## src/rtl/count_enable_gen.sv

```systemverilog
// Periodic enable-pulse generator for a downstream counter.
// Runs continuously or for a fixed burst of pulses.
module count_enable_gen #(
    parameter int DIV_W = 8
) (
    input  logic             clk,
    input  logic             rst,
    input  logic             start,
    input  logic             stop,
    input  logic [DIV_W-1:0] divisor,
    input  logic [DIV_W-1:0] burst_len,
    output logic             enable,
    output logic             busy,
    output logic             done,
    output logic [DIV_W-1:0] pulses_left
);

    typedef enum logic [1:0] {
        IDLE,
        RUN,
        DONE
    } state_t;

    state_t state;
    state_t state_nx;

    logic [DIV_W-1:0] div_q;
    logic [DIV_W-1:0] len_q;
    logic [DIV_W-1:0] div_cnt;
    logic             accept;
    logic             hit;
    logic             last;

    assign hit = (div_cnt == div_q);

    always_ff @(posedge clk or posedge rst) begin
        if (rst) begin
            state <= IDLE;
        end else begin
            state <= state_nx;
        end
    end

    always_comb begin
        state_nx = state;
        enable   = 1'b0;
        busy     = 1'b0;
        done     = 1'b0;
        accept   = 1'b0;
        last     = 1'b0;
        unique case (state)
            IDLE: begin
                // stop takes priority over a simultaneous start
                if (start && !stop) begin
                    accept   = 1'b1;
                    state_nx = RUN;
                end
            end
            RUN: begin
                busy   = 1'b1;
                enable = hit && !stop;
                last   = enable && (len_q != '0)
                         && (pulses_left == DIV_W'(1));
                if (stop) begin
                    state_nx = IDLE;
                end else if (last) begin
                    state_nx = DONE;
                end
            end
            DONE: begin
                done     = 1'b1;
                state_nx = IDLE;
            end
            default: state_nx = IDLE;
        endcase
    end

    always_ff @(posedge clk or posedge rst) begin
        if (rst) begin
            div_q       <= '0;
            len_q       <= '0;
            div_cnt     <= '0;
            pulses_left <= '0;
        end else if (accept) begin
            div_q       <= divisor;
            len_q       <= burst_len;
            div_cnt     <= '0;
            pulses_left <= burst_len;
        end else if (busy) begin
            if (stop) begin
                div_cnt     <= '0;
                pulses_left <= '0;
            end else begin
                div_cnt <= hit ? '0 : div_cnt + DIV_W'(1);
                if (enable && (len_q != '0)) begin
                    pulses_left <= pulses_left - DIV_W'(1);
                end
            end
        end
    end

endmodule

```

## config.mk

```make
export PLATFORM = sky130hd
export DESIGN_NAME = count_enable_gen
export DESIGN_NICKNAME = d
export VERILOG_FILES = /design/src/rtl/count_enable_gen.sv
export SDC_FILE = /design/constraint.sdc
export NUM_CORES = 1
export LEC_CHECK = 0
export ABC_AREA = 1
export BUFFER_PORTS_ARGS = -buffer_cell sky130_fd_sc_hd__buf_4
export CORE_MARGIN = 2
export CORE_UTILIZATION = 50
export DETAILED_ROUTE_END_ITERATION = 12
export PLACE_DENSITY = 0.77
export SETUP_SLACK_MARGIN = 0.4
export SKIP_LAST_GASP = 1
export SLEW_MARGIN = 40
export SYNTH_ARGS = -nofsm -noshare
export SYNTH_HDL_FRONTEND = slang
export SYNTH_SLANG_ARGS = --single-unit
export TNS_END_PERCENT = 5
```

## constraint.sdc

```tcl
create_clock -name clk -period 1.76 [get_ports clk]
set_input_delay 0.176 -clock clk [delete_from_list [all_inputs] [get_ports clk]]
set_output_delay 0.176 -clock clk [all_outputs]
set_load 0.03 [all_outputs]
```

==> results of run 1 <==
-- worst register-to-register path: stages, from the launching register on --
cell and delay [ns]:
dfrtp_1 0.42, inv_2 0.08, nand2_1 0.04, nand2_1 0.05, nand2_1 0.06, nor2_2 0.14, buf_4 0.13, nand4_1 0.14
nand2_4 0.15, nand2_4 0.09, nand2_1 0.06, nand2_1 0.05
-- cell usage in the layout, fill, tap and decap left out --
cell / count
a21oi_1: 5
and3_1: 1
buf_4: 38
buf_6: 1
clkbuf_8: 6
dfrtp_1: 34
dlygate4sd3_1: 1
ha_1: 3
inv_1: 26
inv_2: 6
inv_4: 1
nand2_1: 84
nand2_2: 1
nand2_4: 3
nand2_8: 1
nand3_1: 19
nand3_4: 1
nand4_1: 5
nor2_1: 15
nor2_2: 6
nor2_4: 2
nor3_1: 2
nor3_2: 2
o21ai_0: 13
o21ai_1: 1
o22ai_1: 5
xnor2_1: 4
xor2_1: 2
-- logic make-up (layout without fill, tap and decap cells) --
kind of cell / Yosys count / count (layout)
simple gates: 142 / 142
buf+inv: 37 / 79
flops: 34 / 34
compound gates: 24 / 24
xor+xnor: 6 / 6
fa+ha+maj: 3 / 3
-- flip-flops by register name (all words and copies together) (netlist names) --
| signal | count |
|---|---|
| div_cnt | 8 |
| div_q | 8 |
| len_q | 8 |
| pulses_left | 8 |
| state | 2 |
-- path summary, 6_finish.rpt --
| kind | to | slack [ns] | cells past startpoint |
|---|---|---|---|
| max | enable | 0.18 | 8 |
| min | div_q[3] | 0.07 | 3 |
| max reg2reg | pulses_left[4] | 0.25 | 11 |
| min reg2reg | len_q[2] | 0.48 | 2 |
| max in group asynchronous | pulses_left[1] | 0.91 | 4 |
| min in group asynchronous | div_cnt[6] | 0.53 | 4 |
-- per-layer routing --
layer	track usage	vias up	share of wire	wire length, µm
met5	0	-	0	0
met4	0.0931	0	0.016	65
met3	0.0590	6	0.060	244
met2	0.344	44	0.45	1840
met1	0.319	776	0.47	1910
li1	-	860	-	-
-- what timing repair did --
action	4_1_cts	5_1_grt
hold buffers	1	0
endpoints found under the setup margin	15	19
buffers inserted	7	0
pin swaps	4	0
hold endpoints to repair	25	0
resized for setup	11	2
-- cell type report --
class | count | area (µm²)
clock buffer | 6 | 82.6
fill | 315 | 1290
inverter | 33 | 126
multi-input combinational | 175 | 888
sequential | 34 | 851
tap | 48 | 60.1
timing repair buffer | 40 | 307
-- per-stage QoR --
step           hold WS [ns]   util  power [µW]  setup WS [ns]  instance area, µm²
2_1_floorplan         0.286      -        1790          0.380                1850
3_3_place_gp          0.301  0.592        2070          0.247                2130
3_5_place_dp          0.302  0.592        2100          0.215                2130
4_1_cts              0.0715  0.639        2730          0.192                2310
5_1_grt              0.0828  0.642        2940         0.0749                2310
6_report             0.0739  0.642        2730          0.182                2310
-- power by group through the flow --
stage	logic (µW)	clock network, µW	registers, µW
after detailed placement	989	0	1110
after global routing	1200	621	1120
after CTS	1050	579	1100
after floorplan	568	0	1220
final	1060	572	1100
after global placement	959	0	1110
==> results.cfg, run 1 <==
[yosys]
synth_area_um2 = 1850
synth_top_area_cell = dfrtp_1
synth.avg_cell_area_um2 = 7.51
synthAdderAreaFrac = 0.0203
synth_top_family_by_area = simple AND/OR/NAND/NOR gates
synth_xor_area_frac = 0.0284
ys_types = 25
ys_seq_elements = 34
ys_async_sr_fraction = 1.00
synth_compound_area_frac = 0.0684
synthMuxAreaShare = 0
synth_top_area_frac = 0.460
yosys_most_used_dff = dfrtp_1
synthTopCellsByArea = dfrtp_1 46%, nand2_1 17%, inv_1 6.1%
synth_most_common_cell = nand2_1
yosys_warnings = 0
synth-edff-count = 0
synth_nets = 269
syn_inst = 246
ys_seq_area_frac = 0.460
yosys.area_share.simple = 0.345
synth.top_cells.by_count = 86 x nand2_1, 34 x dfrtp_1, 30 x inv_1, 19 x nand3_1, 19 x nor2_1

[cts]
numCtsBuffers = 5
cts_max_path_buffers = 2
clk-insertion-delay-late_ns = 0.29
cts_tree = built
clock_sinks = 34
htree_levels = 2
clk_transition_reported_paths_ns = 0.06
cts-root-buf = clkbuf_8

[final_layout]
final_nets = 312
layout-drive-gt1-share = 0.236
instances_no_fill = 336
num_antenna_cells = 0
syn_to_final_growth_pct = 25.3

[worst_setup_path]
worstPathRequired_ns = 1.58
path_cells = inv_2 > nand2_1 > nand2_1 > nand2_1 > nor2_2 > nand2_2 > nor2_2 > buf_6
path_buf_inv = 2
max_stage_delay_ns = 0.42
crit_family = simple AND/OR/NAND/NOR gates
cp.arrival_ns = 1.40
critPathMaxFanout = 5
critPathLaunchType = flip-flop
endpoint_kind = output port
rr_startpoint = div_cnt[5]
slowest_stage = dfrtp_1
path_common_cell = nand2_1
startpoint = div_cnt[5]
crit_type = flip-flop to output port

[detailed_routing]
wl_per_cell_um = 12.1
dr.pass1.iters = 5
vias = 1686
drc = 0
routed_wl_um = 4070
drtAntennaViolNets = 0
post_drt_via_cell_ratio = 5.02
drtIter0Drc = 117

[outcome]
status = complete, no violations

[global_route]
gr-total-overflow = 0
antenna_found_initial = 0
groute.usage.overall = 0.231
grt_max_degree = 35
grt_pass1_vias = 1638
grt_pass1_wl_um = 7330

[timing]
maxSlewHeadroom = 0.708
fin_crit_sh = 0.896
maxSlewViolCount = 0
rsz0062_at_grt = yes
tns_ns = 0
timing.fmax_mhz = 634
fin_crit_ns = 1.58
tightest_slew_ns = 0.438
setup_violations = 0
clock-skew-final_ns = 0.00755
hold_viol = 0

[die]
ios = 31
start_util = 0.512
dieArea_um2 = 4200
rows = 22
core_area_um2 = 3610
die_x_um = 64.8
die_y_um = 64.8

[power]
p_sw_uw = 1070
clkPwrFrac = 0.210
p_per_area_nw_per_um2 = 1180
pwr-share-seq = 0.403
ir_drop_uv = 757
p_leak_uw = 0.00121
p_int_uw = 1660
p_sw_frac = 0.393
power_frac_comb = 0.388

[place]
place_inst = 322
dp_hpwl_um = 2910
port_buffers = 30
routabilityCongestion = 0.853

[run]
cap_violations = 0

[hold_path]
hold_start = divisor[3]
hold_path_class = primary input to flip-flop
Note: power is estimated with default switching activity, not from simulation.
==> inputs of run 2 (changes only) <==
--- a/config.mk
+++ b/config.mk
@@ -9,6 +9,7 @@
 export BUFFER_PORTS_ARGS = -buffer_cell sky130_fd_sc_hd__buf_4
 export CORE_MARGIN = 2
 export CORE_UTILIZATION = 50
+export CTS_BUF_LIST = sky130_fd_sc_hd__clkbuf_16
 export DETAILED_ROUTE_END_ITERATION = 12
 export PLACE_DENSITY = 0.77
 export SETUP_SLACK_MARGIN = 0.4
==> results.cfg, run 2 (synthesis gave the netlist of run 1 again) <==
[outcome]
status = finished, violations left
violations = negative hold slack

[timing]
maxSlewViolCount = 0
tns_ns = 0
fin_crit_sh = 0.904
clock-skew-final_ns = 0.00784
hold_ws_ns = -0.00907
maxSlewHeadroom = 0.716
hold_viol = 24
tightest_slew_ns = 0.426
rsz0062_at_grt = yes
fin_crit_ns = 1.59
setup_violations = 0
timing.fmax_mhz = 628

[global_route]
grt_max_degree = 35
groute.usage.overall = 0.231
grt_pass1_wl_um = 7330
grt_pass1_vias = 1614
gr-total-overflow = 0
antenna_found_initial = 0

[hold_path]
hold_path_class = primary input to async pin

[die]
die_y_um = 64.8
rows = 22
ios = 31
die_x_um = 64.8
start_util = 0.512
core_area_um2 = 3610
dieArea_um2 = 4200

[detailed_routing]
vias = 1692
routed_wl_um = 4080
drc = 0
post_drt_via_cell_ratio = 5.05
drtIter0Drc = 153
dr.pass1.iters = 4
wl_per_cell_um = 12.2
drtAntennaViolNets = 0

[final_layout]
n_fill_cell = 315
layout_common_cells = 84 x nand2_1, 38 x buf_4, 34 x dfrtp_1
final_area_um2 = 2340
final_nets = 311
layout-drive-gt1-share = 0.230
syn_to_final_growth_pct = 26.5
final_common_cell = nand2_1
num_antenna_cells = 0

[place]
placed_area_um2 = 2130
port_buffers = 30
dp_hpwl_um = 2910
routabilityCongestion = 0.853

[cts]
clock_sinks = 34
clk_transition_reported_paths_ns = 0.05
clk-insertion-delay-late_ns = 0.28
htree_levels = 2
numCtsBuffers = 5
cts_max_path_buffers = 2
cts-root-buf = clkbuf_16
cts_tree = built

[worst_setup_path]
rr_worst_depth = 11
critPathMaxFanout = 4
rr_startpoint = div_cnt[0]
cp.arrival_ns = 1.42
worst-r2r-setup-slack_ns = 0.22
crit_type = flip-flop to output port
endpoint_kind = output port
reg2reg_to = pulses_left[4]
worstPathRequired_ns = 1.58
critPathLaunchType = flip-flop

[power]
p_sw_frac = 0.372
clkPwrFrac = 0.270
p_leak_uw = 0.00122
p_sw_uw = 1100
pwr-share-seq = 0.374
power_frac_comb = 0.356
ir_drop_uv = 718
p_per_area_nw_per_um2 = 1260
p_int_uw = 1850

[run]
cap_violations = 0
## run 2: cell count changes in the layout (fill, tap and decap cells not counted), sizes merged
cell         delta
clkbuf          -1
clkinv          +1
dlygate4sd3     -1
## run 2: through the flow
stage	setup WS, ns	hold slack, ns	cells	util	power (µW)
6_report	0.168	-0.00907	335	0.648	2950
5_1_grt	0.0658	0.0340	335	0.648	3150
4_1_cts	0.201	0.0103	334	0.646	2940
3_5_place_dp	0.215	0.302	322	0.592	2100
3_3_place_gp	0.247	0.301	322	0.592	2070
2_1_floorplan	0.380	0.286	246	-	1790
## run 2: cell type report
cell class,count,area (µm²),area share
clock buffer,5,125,0.0535
clock inverter,1,3.75,0.00161
inverter,33,126,0.0541
multi-input combinational,175,875,0.374
sequential,34,851,0.364
tap,48,60.1,0.0257
timing repair buffer,39,297,0.127
## run 2: how the worst max path moves through the flow
stage / start / endpoint
2_1_floorplan: pulses_left[3] / pulses_left[7]
3_3_place_gp: state[1] / pulses_left[2]
3_5_place_dp: state[1] / pulses_left[4]
4_1_cts: div_cnt[0] / enable
5_1_grt: div_cnt[2] / pulses_left[4]
6_report: state[1] / enable
## run 2: worst max-delay path, stage by stage, from the launching register on
cell and delay [ns]:
dfrtp_1 0.38, inv_1 0.12, nand2_2 0.13, nor2_4 0.16
inv_1 0.07, nor2_2 0.13, buf_6 0.14
## run 2: what timing repair did
| item | 4_1_cts | 5_1_grt |
|---|---|---|
| gates resized for setup | 10 | 0 |
| hold buffers | 0 | 0 |
| pin swaps | 3 | 2 |
| setup endpoints to repair | 16 | 20 |
| setup buffers | 6 | 1 |
## run 2: power groups by stage
stage,clock [µW],combinational (µW),sequential [µW]
final,795,1050,1100
after global routing,840,1180,1130
after CTS,802,1040,1100
after detailed placement,0,989,1110
after global placement,0,959,1110
after floorplan,0,568,1220
## run 2: layer usage
layer	global-route usage	vias to the layer above	wire, µm
li1	-	860	-
met1	0.321	793	1990
met2	0.348	34	1830
met3	0.0625	5	192
met4	0.0798	0	67
met5	0	-	0
